**config.mk**
```make
export PLATFORM = sky130hd
export DESIGN_NAME = retry_num_tracker_flat
export DESIGN_NICKNAME = d
export VERILOG_FILES = /design/src/rtl/retry_num_tracker_if.sv /design/src/rtl/retry_num_tracker.sv /design/src/flat_wrapper.sv
export SDC_FILE = /design/constraint.sdc
export NUM_CORES = 1
export LEC_CHECK = 0
export ABC_AREA = 1
export BUFFER_PORTS_ARGS = -buffer_cell sky130_fd_sc_hd__buf_2
export CAP_MARGIN = 20
export CELL_PAD_IN_SITES_DETAIL_PLACEMENT = 0
export CELL_PAD_IN_SITES_GLOBAL_PLACEMENT = 1
export CORE_MARGIN = 2
export CORE_UTILIZATION = 31
export CTS_BUF_LIST = sky130_fd_sc_hd__clkbuf_2
export DETAILED_ROUTE_END_ITERATION = 12
export PLACE_DENSITY_LB_ADDON = 0.12
export SETUP_SLACK_MARGIN = 0.1
export SLEW_MARGIN = 20
export SYNTH_ARGS = -nofsm -noshare
export SYNTH_HDL_FRONTEND = slang
export SYNTH_SLANG_ARGS = --single-unit
export TNS_END_PERCENT = 20
```
**constraint.sdc**
```tcl
create_clock -name i_clk -period 1.55 [get_ports i_clk]
set_clock_uncertainty 0.15 [all_clocks]
set_input_delay 0.31 -clock i_clk [delete_from_list [all_inputs] [get_ports i_clk]]
set_output_delay 0.31 -clock i_clk [all_outputs]
set_load 0.02 [all_outputs]
```
**src/rtl/retry_num_tracker_if.sv**
```systemverilog
// Signal bundle between the retry-controller FSM and the NUM_RETRY / NUM_PHY_REINIT tracker.
// master: retry controller side; slave: tracker side.
interface retry_num_tracker_if #(
    parameter int unsigned CNT_W = 5,
    parameter int unsigned PHY_W = 3
);
    logic [CNT_W-1:0] i_retryreq_num;
    logic             i_retryreq_valid;
    logic             i_retryable_flit_detected;
    logic             i_empty_bit_detected;
    logic             i_num_retry_clr;
    logic             i_num_retry_inc;
    logic             i_phy_reinit_done;
    logic             i_num_phy_reinit_clr;
    logic [CNT_W-1:0] o_num_retry;
    logic             o_num_retry_matches;
    logic             o_phy_reinit_req;
    logic [PHY_W-1:0] o_num_phy_reinit;
    logic             o_link_failed;
    logic [1:0]       o_state;

    modport master (
        output i_retryreq_num, i_retryreq_valid, i_retryable_flit_detected,
               i_empty_bit_detected, i_num_retry_clr, i_num_retry_inc,
               i_phy_reinit_done, i_num_phy_reinit_clr,
        input  o_num_retry, o_num_retry_matches, o_phy_reinit_req,
               o_num_phy_reinit, o_link_failed, o_state
    );

    modport slave (
        input  i_retryreq_num, i_retryreq_valid, i_retryable_flit_detected,
               i_empty_bit_detected, i_num_retry_clr, i_num_retry_inc,
               i_phy_reinit_done, i_num_phy_reinit_clr,
        output o_num_retry, o_num_retry_matches, o_phy_reinit_req,
               o_num_phy_reinit, o_link_failed, o_state
    );
endinterface

```
**src/rtl/retry_num_tracker.sv**
```systemverilog
// NUM_RETRY / NUM_PHY_REINIT tracker: counts retries, escalates to PHY reinit, then link failure.
// Optional macro RETRY_NUM_MATCH_REG_EN registers o_num_retry_matches (one cycle later).
module retry_num_tracker #(
    parameter int unsigned CNT_W              = 5,
    parameter int unsigned MAX_NUM_RETRY      = 31,
    parameter int unsigned PHY_W              = 3,
    parameter int unsigned MAX_NUM_PHY_REINIT = 3
) (
    input  logic                 i_clk,
    input  logic                 i_rst_n,
    retry_num_tracker_if.slave   bus
);

    if (MAX_NUM_RETRY < 1 || MAX_NUM_RETRY > ((32'd1 << CNT_W) - 32'd1)) begin : g_bad_max_retry
        $error("MAX_NUM_RETRY must be in 1..2^CNT_W-1");
    end
    if (MAX_NUM_PHY_REINIT < 1 || MAX_NUM_PHY_REINIT > ((32'd1 << PHY_W) - 32'd1)) begin : g_bad_max_phy
        $error("MAX_NUM_PHY_REINIT must be in 1..2^PHY_W-1");
    end

    localparam logic [CNT_W-1:0] MAX_CNT = CNT_W'(MAX_NUM_RETRY);
    localparam logic [PHY_W-1:0] MAX_PHY = PHY_W'(MAX_NUM_PHY_REINIT);

    typedef enum logic [1:0] {
        ST_NORMAL     = 2'd0,
        ST_RETRY      = 2'd1,
        ST_PHY_REINIT = 2'd2,
        ST_FAILED     = 2'd3
    } state_e;

    state_e           state_q, state_d;
    logic [CNT_W-1:0] cnt_q, cnt_d;
    logic [PHY_W-1:0] phy_q, phy_d;
    logic             retry_clr;
    logic             match_c;
    logic             phy_reinit_req_c;
    logic             link_failed_c;

    // State and counter registers
    always_ff @(posedge i_clk or negedge i_rst_n) begin
        if (!i_rst_n) begin
            state_q <= ST_NORMAL;
            cnt_q   <= '0;
            phy_q   <= '0;
        end else begin
            state_q <= state_d;
            cnt_q   <= cnt_d;
            phy_q   <= phy_d;
        end
    end

    // Next state and counter updates
    always_comb begin
        state_d   = state_q;
        cnt_d     = cnt_q;
        phy_d     = phy_q;
        retry_clr = bus.i_retryable_flit_detected | bus.i_empty_bit_detected | bus.i_num_retry_clr;
        case (state_q)
            ST_NORMAL, ST_RETRY: begin
                if (retry_clr) begin
                    cnt_d   = '0;
                    state_d = ST_NORMAL;
                end else if (bus.i_num_retry_inc) begin
                    if (cnt_q < MAX_CNT) begin
                        cnt_d   = cnt_q + CNT_W'(1);
                        state_d = ST_RETRY;
                    end else begin
                        cnt_d = '0;
                        // A coincident reinit-count clear frees a reinit slot, so never FAILED
                        if (bus.i_num_phy_reinit_clr) begin
                            state_d = ST_PHY_REINIT;
                        end else if (phy_q < MAX_PHY) begin
                            phy_d   = phy_q + PHY_W'(1);
                            state_d = ST_PHY_REINIT;
                        end else begin
                            state_d = ST_FAILED;
                        end
                    end
                end
            end
            ST_PHY_REINIT: begin
                cnt_d = '0;
                if (bus.i_phy_reinit_done) state_d = ST_NORMAL;
            end
            ST_FAILED: begin
                cnt_d = '0;
                if (bus.i_num_phy_reinit_clr) state_d = ST_NORMAL;
            end
            default: state_d = ST_NORMAL;
        endcase
        if (bus.i_num_phy_reinit_clr) phy_d = '0;
    end

    // Moore flags and peer NUM_RETRY comparison
    always_comb begin
        phy_reinit_req_c = (state_q == ST_PHY_REINIT);
        link_failed_c    = (state_q == ST_FAILED);
        match_c          = bus.i_retryreq_valid
                         & (cnt_q != '0)
                         & ((state_q == ST_NORMAL) | (state_q == ST_RETRY))
                         & (bus.i_retryreq_num == (cnt_q - CNT_W'(1)));
    end

`ifdef RETRY_NUM_MATCH_REG_EN
    logic match_q;
    always_ff @(posedge i_clk or negedge i_rst_n) begin
        if (!i_rst_n) match_q <= 1'b0;
        else          match_q <= match_c;
    end
    assign bus.o_num_retry_matches = match_q;
`else
    assign bus.o_num_retry_matches = match_c;
`endif

    assign bus.o_num_retry      = cnt_q;
    assign bus.o_num_phy_reinit = phy_q;
    assign bus.o_phy_reinit_req = phy_reinit_req_c;
    assign bus.o_link_failed    = link_failed_c;
    assign bus.o_state          = state_q;

endmodule

```
**src/flat_wrapper.sv**
```systemverilog
// flat-port wrapper written by rule: the top's interface ports become plain ports
module retry_num_tracker_flat 
#(
    parameter int unsigned CNT_W              = 5,
    parameter int unsigned MAX_NUM_RETRY      = 31,
    parameter int unsigned PHY_W              = 3,
    parameter int unsigned MAX_NUM_PHY_REINIT = 3
)
  (i_clk, i_rst_n, bus_i_retryreq_num, bus_i_retryreq_valid, bus_i_retryable_flit_detected, bus_i_empty_bit_detected, bus_i_num_retry_clr, bus_i_num_retry_inc, bus_i_phy_reinit_done, bus_i_num_phy_reinit_clr, bus_o_num_retry, bus_o_num_retry_matches, bus_o_phy_reinit_req, bus_o_num_phy_reinit, bus_o_link_failed, bus_o_state);
  retry_num_tracker_if #(.CNT_W(CNT_W), .PHY_W(PHY_W)) bus_i ();
  input  logic i_clk;
  input  logic i_rst_n;
  input wire logic [$bits(bus_i.i_retryreq_num)-1:0] bus_i_retryreq_num;
  input wire logic [$bits(bus_i.i_retryreq_valid)-1:0] bus_i_retryreq_valid;
  input wire logic [$bits(bus_i.i_retryable_flit_detected)-1:0] bus_i_retryable_flit_detected;
  input wire logic [$bits(bus_i.i_empty_bit_detected)-1:0] bus_i_empty_bit_detected;
  input wire logic [$bits(bus_i.i_num_retry_clr)-1:0] bus_i_num_retry_clr;
  input wire logic [$bits(bus_i.i_num_retry_inc)-1:0] bus_i_num_retry_inc;
  input wire logic [$bits(bus_i.i_phy_reinit_done)-1:0] bus_i_phy_reinit_done;
  input wire logic [$bits(bus_i.i_num_phy_reinit_clr)-1:0] bus_i_num_phy_reinit_clr;
  output wire logic [$bits(bus_i.o_num_retry)-1:0] bus_o_num_retry;
  output wire logic [$bits(bus_i.o_num_retry_matches)-1:0] bus_o_num_retry_matches;
  output wire logic [$bits(bus_i.o_phy_reinit_req)-1:0] bus_o_phy_reinit_req;
  output wire logic [$bits(bus_i.o_num_phy_reinit)-1:0] bus_o_num_phy_reinit;
  output wire logic [$bits(bus_i.o_link_failed)-1:0] bus_o_link_failed;
  output wire logic [$bits(bus_i.o_state)-1:0] bus_o_state;
  assign bus_i.i_retryreq_num = bus_i_retryreq_num;
  assign bus_i.i_retryreq_valid = bus_i_retryreq_valid;
  assign bus_i.i_retryable_flit_detected = bus_i_retryable_flit_detected;
  assign bus_i.i_empty_bit_detected = bus_i_empty_bit_detected;
  assign bus_i.i_num_retry_clr = bus_i_num_retry_clr;
  assign bus_i.i_num_retry_inc = bus_i_num_retry_inc;
  assign bus_i.i_phy_reinit_done = bus_i_phy_reinit_done;
  assign bus_i.i_num_phy_reinit_clr = bus_i_num_phy_reinit_clr;
  assign bus_o_num_retry = bus_i.o_num_retry;
  assign bus_o_num_retry_matches = bus_i.o_num_retry_matches;
  assign bus_o_phy_reinit_req = bus_i.o_phy_reinit_req;
  assign bus_o_num_phy_reinit = bus_i.o_num_phy_reinit;
  assign bus_o_link_failed = bus_i.o_link_failed;
  assign bus_o_state = bus_i.o_state;
  retry_num_tracker #(.CNT_W(CNT_W), .MAX_NUM_RETRY(MAX_NUM_RETRY), .PHY_W(PHY_W), .MAX_NUM_PHY_REINIT(MAX_NUM_PHY_REINIT)) u_core (.i_clk(i_clk), .i_rst_n(i_rst_n), .bus(bus_i));
endmodule
```
==> metrics.txt, run 1 <==
status finished with violations; failing checks setup timing; Distinct cells, synth 21; RSZ-0062 raised after global routing yes; largest cells by area after synthesis dfrtp_1 (33%), nand2_1 (16%), inv_1 (9.8%); gpl congestion 0.685; DR WL/cell 10.1 um; Fmax 0.485 GHz; Clk Latency, worst-skew pair 250 ps; startpoint types flop; Area Growth Syn to Fin 59.5%; total track usage 14.8%; total power draw 0.506 mW; delay-heaviest family, CP simple AND/OR/NAND/NOR gates; Post-route DRC 0; TNS Setup -521 ps; register area 255 um2; largest net degree at the start of global routing 11; Initial Util 31.8%; Cells after Synth 115; clock transition at the registers of the reported paths 110 ps; register area share after synthesis 32.7%; worst hold path type input port to flop; # clock sinks 10; DPL Wire Length 1530 um; Leak 0.657 nW; H-tree depth 1; # fillers 241; Clock Tree Buf Depth 2; worst relative slew slack 74.8%; die height 53.7 um; number of buffers created by CTS 3; nets@finish 181; CTS root buffer clkbuf_2; Final Hold Fails 0; VDD IR max 0.000355 V; first-pass GRT wire length 3060 um; number of synthesized flops with an enable pin 0; critical path class flop to output pin; critical path's slowest cell dfrtp_2; vias 846; slowest stage delay, CP 380 ps; largest family of logic cells by synthesized area simple AND/OR/NAND/NOR gates; min cycle time layout 2060 ps; chip width 53.7 um; Pre-antenna DRT Iters 4; Port Buffer Count 26; n_diodes 0; syn nets 132; Tcrit/Tclk final 133%; smallest hold slack 95.5 ps; die area 0.00288 mm2; Detail Route Antenna Nets 0; DR iter-0 viols 10; Netlist Area Pre-Place 766 um2; power density cells 415 mW/mm2; CP Data Required Time 1090 ps; area of the core 0.00241 mm2; top_reg_cell synth dfrtp_1; Site Rows 18; commonest non-fill, non-tap cell in the layout nand2_1; CP Max Fanout 3; xor/xnor cell area share of the yosys netlist 2.29%; Detailed Route WL 1940 um; top-area cell type share of the netlist area 32.7%; Synth Area in Simple Gates 40.4%; share of synthesized registers carrying an async set or reset 100%; initial antenna violation count 0; Yosys top cell by area dfrtp_1; Multi-input gate area 508 um2; total of max-cap violations 0; Worst-Margin Slew 378 ps; layout cells sized above 1 49.1%; CTS tree done; vias in the first global route 722; total grt overflow 0; setup violators final 2; post-synthesis adder-cell area fraction 4.90%; CP endpoint kind output pin; Avg Synthesized Cell Area 6.66 um2; worst slack, placed -300 ps; final worst slack -512 ps; DR vias/cell 4.38; FF+latch count, synth 10; Max Slew Vio Count 0; CP bufs+invs 3; Synth Area in Compound Gates 8.99%; Arr. time, crit path 1600 ps; most frequent cells in the layout nand2_1 (27), buf_2 (19), buf_4 (16); worst-path cell chain inv_2 -> ha_4 -> buf_4 -> nand3_1 -> nand2_1 -> nor2_1 -> nand3_2 -> nor2_4 -> buf_6; I/O pins 27; multiplexer area fraction after synthesis 0%; synth warn 0
-- synth_stat cells (all sizes together) (2+ instances only) --
| cell type | instances |
|---|---|
| inv | 20 |
| nand3 | 10 |
| nor3 | 2 |
| nand2 | 34 |
| o21ai | 7 |
| ha | 3 |
| a21oi | 3 |
| dfrtp | 10 |
| nor2 | 19 |
-- final timing paths --
kind                                                            startpoint                                    endpoint  slack (ps)  cells past startpoint
worst max-delay path                 u_core.bus.o_num_retry[0]$_DFFE_PN0P_                     bus_o_num_retry_matches        -510                      9
worst min-delay path                              bus_i_num_phy_reinit_clr  u_core.bus.o_num_phy_reinit[2]$_DFFE_PN0P_         100                      2
worst max register to register       u_core.bus.o_num_retry[2]$_DFFE_PN0P_  u_core.bus.o_num_phy_reinit[0]$_DFFE_PN0P_          60                      9
worst min register to register  u_core.bus.o_num_phy_reinit[2]$_DFFE_PN0P_  u_core.bus.o_num_phy_reinit[2]$_DFFE_PN0P_         400                      2
max in group asynchronous                                          i_rst_n       u_core.bus.o_num_retry[0]$_DFFE_PN0P_         750                      2
min in group asynchronous                                          i_rst_n  u_core.bus.o_num_phy_reinit[2]$_DFFE_PN0P_         280                      2
-- timing repair --
| action | CTS | global route |
|---|---|---|
| setup buffers | 1 | 6 |
| hold endpoints to repair | 10 | 0 |
| hold buffers | 1 | 0 |
| gates resized for setup | 22 | 17 |
| endpoints found under the setup margin | 13 | 17 |
| pin swaps | 3 | 10 |
-- registers in the layout (all words and copies together) (netlist names) --
register / cells
u_core.bus.o_num_retry: 5
u_core.bus.o_num_phy_reinit: 3
u_core.bus.o_state: 2
-- layer usage --
metal / GRT usage (%) / share of wire, % / vias up
li1: - / - / 456
met1: 17.5 / 43 / 368
met2: 26.8 / 52 / 18
met3: 1.67 / 3.3 / 4
met4: 6.41 / 1.3 / 0
met5: 0 / 0 / -
-- report_power, final --
group,switching (mW),internal [mW],total [mW]
clock network,0.0947,0.0561,0.151
logic,0.0489,0.0404,0.0893
registers,0.00295,0.263,0.266
-- metrics by stage --
stage	utilization, %	std cells	cell area (um2)
finish	50.7	193	1220
global route	50.7	193	1220
CTS	46.9	187	1130
detailed placement	43.1	182	1040
global placement	43.1	182	1040
floorplan	-	115	788
-- cell type report --
type	instances	share of cell area, %
multi-input cells	84	41.6
clock inverters	1	0.307
clock buffers	3	1.23
repair buffers	45	26.7
inverters	20	6.15
well taps	30	3.07
flip-flops and latches	10	20.9
-- kinds of logic (layout without fill, tap and decap cells) --
kind of cell / count (synthesis) / after routing
and+or+nand+nor: 67 / 67
buffers and inverters: 21 / 69
DFF: 10 / 10
adders and majority gates: 3 / 3
xor gates and xnor gates: 2 / 2
AOI/OAI and AO/OA: 12 / 12
(Power assumes the default switching activity.)
==> inputs of run 2 (changes only) <==
--- a/config.mk
+++ b/config.mk
@@ -14,7 +14,7 @@
 export CORE_UTILIZATION = 31
 export CTS_BUF_LIST = sky130_fd_sc_hd__clkbuf_2
 export DETAILED_ROUTE_END_ITERATION = 12
-export PLACE_DENSITY_LB_ADDON = 0.12
+export PLACE_DENSITY_LB_ADDON = 0.1
 export SETUP_SLACK_MARGIN = 0.1
 export SLEW_MARGIN = 20
 export SYNTH_ARGS = -nofsm -noshare
==> run 2 against run 1 <==
Effect of this change:
- maximum frequency rose by 1.9%
- non-clock buffer count is 5 lower
- the flow still finishes with violations (setup timing)
- routed wire length is 0.26% lower
- worst setup slack better by 38 ps
- final area shrank 2.9%
- power increased by 3.0%
- combinational power rose by 0.4%
- critical path depth did not move
- sequential power is essentially flat
- via count shrank 2.7%
- utilization decreased by 1.5 points
- clock-buffer cell count up 1
- critical endpoint unchanged
==> metrics.txt, run 2 (synthesis results as in run 1) <==
layout cells sized above 1 44.9%; CTS tree done; smallest hold slack 102 ps; RSZ-0062 raised after global routing yes; CP Max Fanout 3; failing checks setup timing; nets@finish 176; Area Growth Syn to Fin 54.9%; worst relative slew slack 81.0%; Arr. time, crit path 1560 ps; largest net degree at the start of global routing 11; Fmax 0.494 GHz; vias in the first global route 695; DR iter-0 viols 11; critical path class flop to output pin; Detail Route Antenna Nets 0; number of buffers created by CTS 3; CP endpoint kind output pin; DP Area 0.00103 mm2; Max Slew Vio Count 0; gpl congestion 0.722; Worst-Margin Slew 285 ps; # clock sinks 10; total grt overflow 0; Pre-antenna DRT Iters 4; DR WL/cell 10.3 um; Leak 0.626 nW; flip-flop count of the largest register after layout 5; Site Rows 18; clock transition at the registers of the reported paths 120 ps; M1 GR Usage 17.8%; commonest non-fill, non-tap cell in the layout nand2_1; setup violators final 1; CP Data Required Time 1090 ps; VDD IR max 0.000288 V; initial antenna violation count 0; Initial Util 31.8%; CTS root buffer clkbuf_2; total track usage 14.9%; Final Hold Fails 0; Clk Latency, worst-skew pair 270 ps; n_diodes 0; Detailed Route WL 1940 um; Finished Cell Area 0.00119 mm2; final worst slack -474 ps; worst hold path type input port to flop; first-pass GRT wire length 3020 um; Post-route DRC 0; Clock Tree Buf Depth 2; most frequent cells in the layout nand2_1 (28), buf_2 (18), inv_1 (17); die area 0.00288 mm2; area of the core 0.00241 mm2; status finished with violations; I/O pins 27; die height 53.7 um; total of max-cap violations 0; Tcrit/Tclk final 131%; startpoint types flop; H-tree depth 1; most used routing layer in global routing met2; chip width 53.7 um; Port Buffer Count 26; vias 823; DPL Wire Length 1520 um; M3 GR Usage 2.50%; power density cells 440 mW/mm2; DR vias/cell 4.38; min cycle time layout 2020 ps; GRT met2 Usage 26.0%
run 2: critical path, cell delays in order, from the launching register on:
cell	delay, ps
dfrtp_2	380
inv_2	50
ha_4	270
nor2_1	40
nor2_1	70
nand2_1	60
nor2_2	120
nand3_2	100
nor2_4	90
buf_6	110
run 2: cell type report:
class	count	area, um2
clock buffers	4	20.0
fillers	252	1220
inverters	20	75.1
multi-input cells	84	508
flip-flops and latches	10	254
well taps	30	37.5
repair buffers	40	292
run 2: per-stage QoR:
| stage | TNS, ps | total power [mW] | util (%) | cells | setup slack, ps |
|---|---|---|---|---|---|
| detailed placement | -313 | 0.347 | 42.8 | 181 | -313 |
| CTS | -522 | 0.521 | 46.6 | 186 | -522 |
| floorplan | -248 | 0.308 | - | 115 | -248 |
| finish | -474 | 0.521 | 49.2 | 188 | -474 |
| global route | -722 | 0.554 | 49.2 | 188 | -607 |
| global placement | -304 | 0.346 | 42.8 | 181 | -304 |
run 2: report_power, final:
group / internal [mW] / total [mW] / switching [mW]
clock network: 0.0684 / 0.167 / 0.0984
registers: 0.263 / 0.265 / 0.00196
logic: 0.0383 / 0.0897 / 0.0514
total: 0.370 / 0.521 / 0.152
run 2: what timing repair did:
action / in CTS / in global routing
buffers inserted: 1 / 2
gates resized for setup: 21 / 17
endpoints found under the setup margin: 12 / 17
endpoints found under the hold margin: 10 / 0
pin swaps: 5 / 3
hold buffers: 1 / 0
run 2: worst paths after layout:
| path | start | endpoint | slack, ps | cells past startpoint |
|---|---|---|---|---|
| worst min-delay path | bus_i_num_phy_reinit_clr | u_core.bus.o_num_phy_reinit[2]$_DFFE_PN0P_ | 100 | 2 |
| worst max-delay path | u_core.bus.o_num_retry[1]$_DFFE_PN0P_ | bus_o_num_retry_matches | -470 | 9 |
| worst max register to register | u_core.bus.o_state[1]$_DFFE_PN0P_ | u_core.bus.o_num_phy_reinit[1]$_DFFE_PN0P_ | 120 | 8 |
| min in group asynchronous | i_rst_n | u_core.bus.o_state[0]$_DFFE_PN0P_ | 270 | 2 |
| worst min register to register | u_core.bus.o_num_phy_reinit[2]$_DFFE_PN0P_ | u_core.bus.o_num_phy_reinit[2]$_DFFE_PN0P_ | 420 | 2 |
| max in group asynchronous | i_rst_n | u_core.bus.o_num_retry[3]$_DFFE_PN0P_ | 740 | 2 |
run 2: metal layers:
| metal | wire (um) | vias up |
|---|---|---|
| li1 | - | 446 |
| met1 | 883 | 356 |
| met2 | 961 | 17 |
| met3 | 66 | 4 |
| met4 | 25 | 0 |
| met5 | 0 | - |
